===== config.mk =====
export PLATFORM = sky130hd
export DESIGN_NAME = wm_extract
export DESIGN_NICKNAME = d
export VERILOG_FILES = /design/src/rtl/wm_extract.sv
export SDC_FILE = /design/constraint.sdc
export NUM_CORES = 2
export LEC_CHECK = 0
export ABC_CLOCK_PERIOD_IN_PS = 22900
export BUFFER_PORTS_ARGS = -buffer_cell sky130_fd_sc_hd__buf_2
export CAP_MARGIN = 10
export CORE_UTILIZATION = 45
export CTS_BUF_LIST = sky130_fd_sc_hd__clkbuf_8
export DETAILED_ROUTE_END_ITERATION = 10
export HOLD_SLACK_MARGIN = 0.12
export MAX_ROUTING_LAYER = met4
export RECOVER_POWER = 100
export SYNTH_ARGS = -nofsm -noshare
export SYNTH_HDL_FRONTEND = slang
export SYNTH_SLANG_ARGS = --single-unit

===== constraint.sdc =====
create_clock -name clk -period 22.9 [get_ports clk]
set_input_delay 3.435 -clock clk [delete_from_list [all_inputs] [get_ports clk]]
set_output_delay 3.435 -clock clk [all_outputs]
set_load 0.01 [all_outputs]

===== src/rtl/wm_extract.sv =====
// rtl/wm_extract.sv - watermark extractor: 4x4 block LSB-majority vote repacked into 128-bit words
module wm_extract #(
    parameter int BAND_WIDTH    = 512,
    parameter int WM_BAND_WIDTH = 128,
    parameter int BLK_WIDTH     = 4,
    parameter int IM_DATA_WIDTH = 8,
    parameter int IM_CHN_CNT    = 4,
    parameter int IM_WIDTH      = 800
) (
    input  logic                     clk,
    input  logic                     rst,
    input  logic [BAND_WIDTH-1:0]    S_axis_im_tdata,
    input  logic                     S_axis_im_tvalid,
    output logic                     S_axis_im_tready,
    input  logic                     S_axis_im_tlast,
    output logic [WM_BAND_WIDTH-1:0] M_axis_wm_tdata,
    output logic                     M_axis_wm_tvalid,
    input  logic                     M_axis_wm_tready,
    output logic                     M_axis_wm_tlast,
    output logic                     o_done,
    output logic                     o_err
);
    localparam int PIX_W         = IM_DATA_WIDTH * IM_CHN_CNT;
    localparam int PIX_PER_BEAT  = BAND_WIDTH / PIX_W;
    localparam int BLK_PER_BEAT  = PIX_PER_BEAT / BLK_WIDTH;
    localparam int BEATS_PER_ROW = IM_WIDTH / PIX_PER_BEAT;
    localparam int BLK_PER_ROW   = IM_WIDTH / BLK_WIDTH;
    localparam int TOTAL_BITS    = BLK_PER_ROW * BLK_PER_ROW;
    localparam int N_WORDS       = (TOTAL_BITS + WM_BAND_WIDTH - 1) / WM_BAND_WIDTH;
    localparam int VOTE_CHN      = 3;
    localparam int VOTE_THR      = VOTE_CHN * BLK_WIDTH * BLK_WIDTH / 2;
    localparam int CW            = $clog2(VOTE_CHN * BLK_WIDTH + 1);
    localparam int AW            = $clog2(VOTE_CHN * BLK_WIDTH * BLK_WIDTH + 1);
    localparam int COL_W         = $clog2(BEATS_PER_ROW);
    localparam int ROW_W         = $clog2(IM_WIDTH);
    localparam int BIT_W         = $clog2(TOTAL_BITS + 1);
    localparam int WORD_W        = $clog2(N_WORDS);
    localparam int POS_W         = $clog2(WM_BAND_WIDTH);

    logic [COL_W-1:0]         col_beat;
    logic [ROW_W-1:0]         row;
    logic [BIT_W-1:0]         bit_cnt;
    logic [WORD_W-1:0]        word_idx;
    logic [WM_BAND_WIDTH-1:0] pack;
    logic [WM_BAND_WIDTH-1:0] pack_next;
    logic [AW-1:0]            acc [BEATS_PER_ROW][BLK_PER_BEAT];
    logic [CW-1:0]            contrib [BLK_PER_BEAT];
    logic [AW-1:0]            acc_sum [BLK_PER_BEAT];
    logic [BLK_PER_BEAT-1:0]  vote_bits;
    logic [1:0]               phase;
    logic [POS_W-1:0]         bit_pos;
    logic                     accept;
    logic                     last_col;
    logic                     last_beat;
    logic                     word_completes;
    logic                     early_err;
    logic                     miss_err;
    logic                     load_word;
    logic                     unused_chn;

    // Channel 3 and the upper channel bits never vote; fold them into a sink.
    assign unused_chn = ^S_axis_im_tdata;

    assign phase     = row[1:0];
    assign bit_pos   = bit_cnt[POS_W-1:0];
    assign last_col  = (col_beat == COL_W'(BEATS_PER_ROW - 1));
    assign last_beat = last_col && (row == ROW_W'(IM_WIDTH - 1));
    assign accept    = S_axis_im_tvalid && S_axis_im_tready;

    // Counter-only so that tready never depends on tvalid.
    assign word_completes = (phase == 2'd3) &&
                            ((bit_pos == POS_W'(WM_BAND_WIDTH - BLK_PER_BEAT)) ||
                             (bit_cnt == BIT_W'(TOTAL_BITS - BLK_PER_BEAT)));

    assign S_axis_im_tready = !(M_axis_wm_tvalid && !M_axis_wm_tready && word_completes);

    assign early_err = accept && S_axis_im_tlast && !last_beat;
    assign miss_err  = accept && last_beat && !S_axis_im_tlast;
    assign load_word = accept && !early_err && word_completes;

    always_comb begin
        for (int j = 0; j < BLK_PER_BEAT; j++) begin
            contrib[j] = '0;
            for (int p = 0; p < BLK_WIDTH; p++) begin
                for (int c = 0; c < VOTE_CHN; c++) begin
                    contrib[j] = contrib[j] +
                        CW'(S_axis_im_tdata[(j * BLK_WIDTH + p) * PIX_W + c * IM_DATA_WIDTH]);
                end
            end
            acc_sum[j]   = acc[col_beat][j] + AW'(contrib[j]);
            vote_bits[j] = (acc_sum[j] >= AW'(VOTE_THR));
        end
    end

    always_comb begin
        pack_next = pack;
        pack_next[bit_pos +: BLK_PER_BEAT] = vote_bits;
    end

    // Phase 0 overwrites, so the accumulator needs neither reset nor a clear pass.
    always_ff @(posedge clk) begin
        if (accept && !early_err && phase != 2'd3) begin
            for (int j = 0; j < BLK_PER_BEAT; j++) begin
                acc[col_beat][j] <= (phase == 2'd0) ? AW'(contrib[j]) : acc_sum[j];
            end
        end
    end

    always_ff @(posedge clk or posedge rst) begin
        if (rst) begin
            col_beat <= '0;
            row      <= '0;
            bit_cnt  <= '0;
            word_idx <= '0;
            pack     <= '0;
        end else if (accept) begin
            if (early_err || last_beat) begin
                col_beat <= '0;
                row      <= '0;
                bit_cnt  <= '0;
                word_idx <= '0;
                pack     <= '0;
            end else begin
                if (last_col) begin
                    col_beat <= '0;
                    row      <= row + 1'b1;
                end else begin
                    col_beat <= col_beat + 1'b1;
                end
                if (phase == 2'd3) begin
                    bit_cnt <= bit_cnt + BIT_W'(BLK_PER_BEAT);
                    if (word_completes) begin
                        pack     <= '0;
                        word_idx <= word_idx + 1'b1;
                    end else begin
                        pack <= pack_next;
                    end
                end
            end
        end
    end

    // A fresh load takes priority over the drain so the register refills without a bubble.
    always_ff @(posedge clk or posedge rst) begin
        if (rst) begin
            M_axis_wm_tdata  <= '0;
            M_axis_wm_tvalid <= 1'b0;
            M_axis_wm_tlast  <= 1'b0;
            o_done           <= 1'b0;
            o_err            <= 1'b0;
        end else begin
            o_done <= M_axis_wm_tvalid && M_axis_wm_tready && M_axis_wm_tlast;
            o_err  <= early_err || miss_err;
            if (load_word) begin
                M_axis_wm_tdata  <= pack_next;
                M_axis_wm_tvalid <= 1'b1;
                M_axis_wm_tlast  <= (word_idx == WORD_W'(N_WORDS - 1));
            end else if (M_axis_wm_tready) begin
                M_axis_wm_tvalid <= 1'b0;
                M_axis_wm_tlast  <= 1'b0;
            end
        end
    end
endmodule


==> flow_summary.ini <==
[power]
p_sw_frac = 0.340
p_leak_nw = 24.0
pwr-share-comb = 0.253
intPower_mw = 5.37
p_switching_mw = 2.76
p_clk_frac = 0.259
powerDensity_nw_per_um2 = 120
vdd_drop_max_mv = 0.142
p_seq_frac = 0.488

[timing]
finalHoldViolCount = 0
fin_skew_ns = 0.0970
period_needed_ns = 13.27
rsz0062_at_grt = false
final.setup.tns_ns = 0
worst_slack_ns = 9.63
fin_crit_sh = 0.579
tightest_slew_ns = 5.22
maxSlewViolCount = 2625
max_freq_mhz = 75.4
final-setup-viol-count = 0
slew_headroom = -2.50

[cts]
cts_sinks = 1499
cts_root_buffer = clkbuf_8
cts_tree = built
post_cts_resized = 0
clk_pin_slew_ns = 0.06
cts_made_buffers = 236
clock_latency_ns = 0.98
clockBufferDepth = 3
hold_buffers = 0
cts.htree.levels = 4
post_cts_buffers = 0

[yosys]
yosys-mux-area-fraction = 0.0555
synth_nets = 4679
synthCells = 4089
synthAdderAreaFrac = 0.0189
synth_compound_area_frac = 0.107
syn_area_sq_um = 61000
syn-mean-instance-area_sq_um = 14.9
synth_area_leaders = edfxtp_1, dfrtp_1, mux4_2
synth-simple-area-share = 0.0705
synthDistinctLibCells = 102
synth_top_family_by_area = compound AO/OA/AOI/OAI gates
yosys.area.top_type_share = 0.591
ys_warn_count = 0
yosysSeqAreaShare = 0.714
synth_area_leader_cell = edfxtp_1
synth-xor-area-share = 0.00687
synth-seq-cells = 1499
synth-async-reset-ratio = 0.199
synth_edf_count = 1200
synth-main-ff-cell = edfxtp_1

[die]
io_pins = 650
die-area_sq_um = 137000
core_sq_um = 134000
start_util = 0.455
die_x_microns = 370
die_y_microns = 370
rows = 134

[global_route]
globalRouteOverflowTotal = 0
grt_first_pass_wirelength_microns = 260000
antenna_found_initial = 6
grt_usage = 0.270
grt_max_degree = 187
grt_pass1_vias = 37400

[job]
maxCapViolCount = 73

[setup_path]
worstSetupPathType = reg2reg
cp_data_required_time_ns = 23.56
cp_max_fo = 91
start_kind = flop
worstSetupEndpointType = flop
critical_path_arrival_ns = 13.93

[detailed_routing]
wl_met2_microns = 84200
routedWlPerCell_microns = 28.3
drt_iter0_drc = 4654
first_pass_iters = 6
met1_length_microns = 76200
dr_wl_met3_microns = 15400
drcViolationCount = 0
finalWirelength_microns = 180000
postRouteAntennaNets = 0
drt-vias-per-instance = 6.07
routed-via-count = 38600
top_layer = met4

[place]
portBuffers = 185
hpwlAfterDp_microns = 106000
dp_slack_ns = 13.19
gp_congestion = 0.840

[layout]
syn_to_final_growth_pct = 11.4
layout.nets = 4982
drive_above_1_share = 0.137
fillers = 11500

[status]
outcome = finished, violations left
violations = max-capacitance violations, max-slew violations

[hold_path]
hold_path_class = reg2reg
sequential cells by signal, summed over array words and instances (netlist names):
name              cells
col_beat              6
o_err                 1
pack                128
acc                1200
M_axis_wm_tlast       1
bit_cnt              14
M_axis_wm_tdata     128
word_idx              9
M_axis_wm_tvalid      1
o_done                1
row                  10
worst max-delay path, stage by stage, from the launching register on:
cell	delay (ns)
dfrtp_1	0.79
clkbuf_1	1.90
clkbuf_1	1.82
clkinv_1	0.23
clkbuf_1	0.89
ha_1	0.55
and4_1	0.26
and3_1	0.26
o21ai_0	0.47
or2_0	2.06
clkbuf_1	2.99
o21ai_0	0.37
through the flow:
stage	instance area, sq um	utilization	hold slack (ns)	cells	total power, mW
after floorplan	61000	-	0.433	4089	5.14
after global placement	64300	0.480	0.446	5922	5.99
after detailed placement	64300	0.480	0.451	5922	6.06
after CTS	68700	0.513	0.465	6353	8.14
after global routing	67900	0.507	0.489	6355	8.42
final	67900	0.507	0.463	6356	8.13
power groups by stage:
stage | combinational [mW] | sequential [mW] | clock (mW)
final | 2.06 | 3.97 | 2.10
after global routing | 2.20 | 3.98 | 2.25
after CTS | 2.13 | 3.88 | 2.13
after detailed placement | 2.12 | 3.94 | 0
after global placement | 2.06 | 3.93 | 0
after floorplan | 1.17 | 3.97 | 0
cells in the final DEF, fill, tap and decap left out, types with 18 or more instances in the layout:
cell         n
a221o_1     31
inv_1      189
nor4_1      24
a221oi_1    31
buf_2       50
a22o_1      65
clkbuf_1   194
buf_4       54
ha_1        40
o22a_1      23
o22ai_1    227
nand3_1     57
edfxtp_1  1200
clkinv_2    22
o21ai_0    262
o221ai_1    65
a21oi_1     55
xor2_1      27
nor2b_1     20
nand2b_1    18
nor2_1     261
mux4_2      72
a22oi_1     29
clkbuf_8   249
clkinv_1    57
nand2_1    375
mux2_2      74
fa_1        32
dfrtp_1    296
nor3_1      66
mux2i_1     79
area by class of cell:
type,instances,area (sq um),share of cell area
repair buffers,302,1460,0.0216
flip-flops and latches,1499,43500,0.641
clock buffers,249,3430,0.0505
multi-input cells,2247,16000,0.235
clock inverters,182,905,0.0133
diodes,3,7.51,0.000111
inverters,106,399,0.00588
well taps,1768,2210,0.0326
logic make-up after synthesis:
group,count (synthesis)
XOR/XNOR,47
flip-flops,1499
AND/OR/NAND/NOR,946
multiplexers,236
adder cells (fa/ha/maj),73
AO/OA/AOI/OAI,945
buffers and inverters,343
Yosys cell counts (all sizes together), types with 12 or more instances:
cell    instances
a211oi         12
a21o           17
a21oi          58
a221o          31
a221oi         31
a22o           65
a22oi          29
a31o           17
buf           123
clkbuf        114
dfrtp         299
edfxtp       1200
fa             32
ha             41
inv           106
mux2           80
mux2i          83
mux4           73
nand2         377
nand2b         19
nand3          58
nand3b         14
nand4          12
nor2          273
nor2b          21
nor3           67
nor4           24
o21ai         269
o221ai         67
o22a           23
o22ai         227
o31ai          15
or3            12
xnor2          18
xor2           29
path summary, 6_finish.rpt:
check	from	endpoint	slack, ns	depth (start not counted)
max in group asynchronous	rst	col_beat[0]	15.96	2
min	pack[73]	pack[73]	0.46	2
min reg2reg	pack[73]	pack[73]	0.46	2
min in group asynchronous	rst	o_done	4.06	2
max	col_beat[1]	M_axis_wm_tdata[44]	9.63	11
max reg2reg	col_beat[1]	M_axis_wm_tdata[44]	9.63	11
metal layers:
metal / GRT usage / up-vias
met1: 0.375 / 19900
li1: - / 16500
met4: 0.0720 / 0
met5: - / -
met2: 0.412 / 1931
met3: 0.0462 / 288
Note: power is estimated with default switching activity, not from simulation.
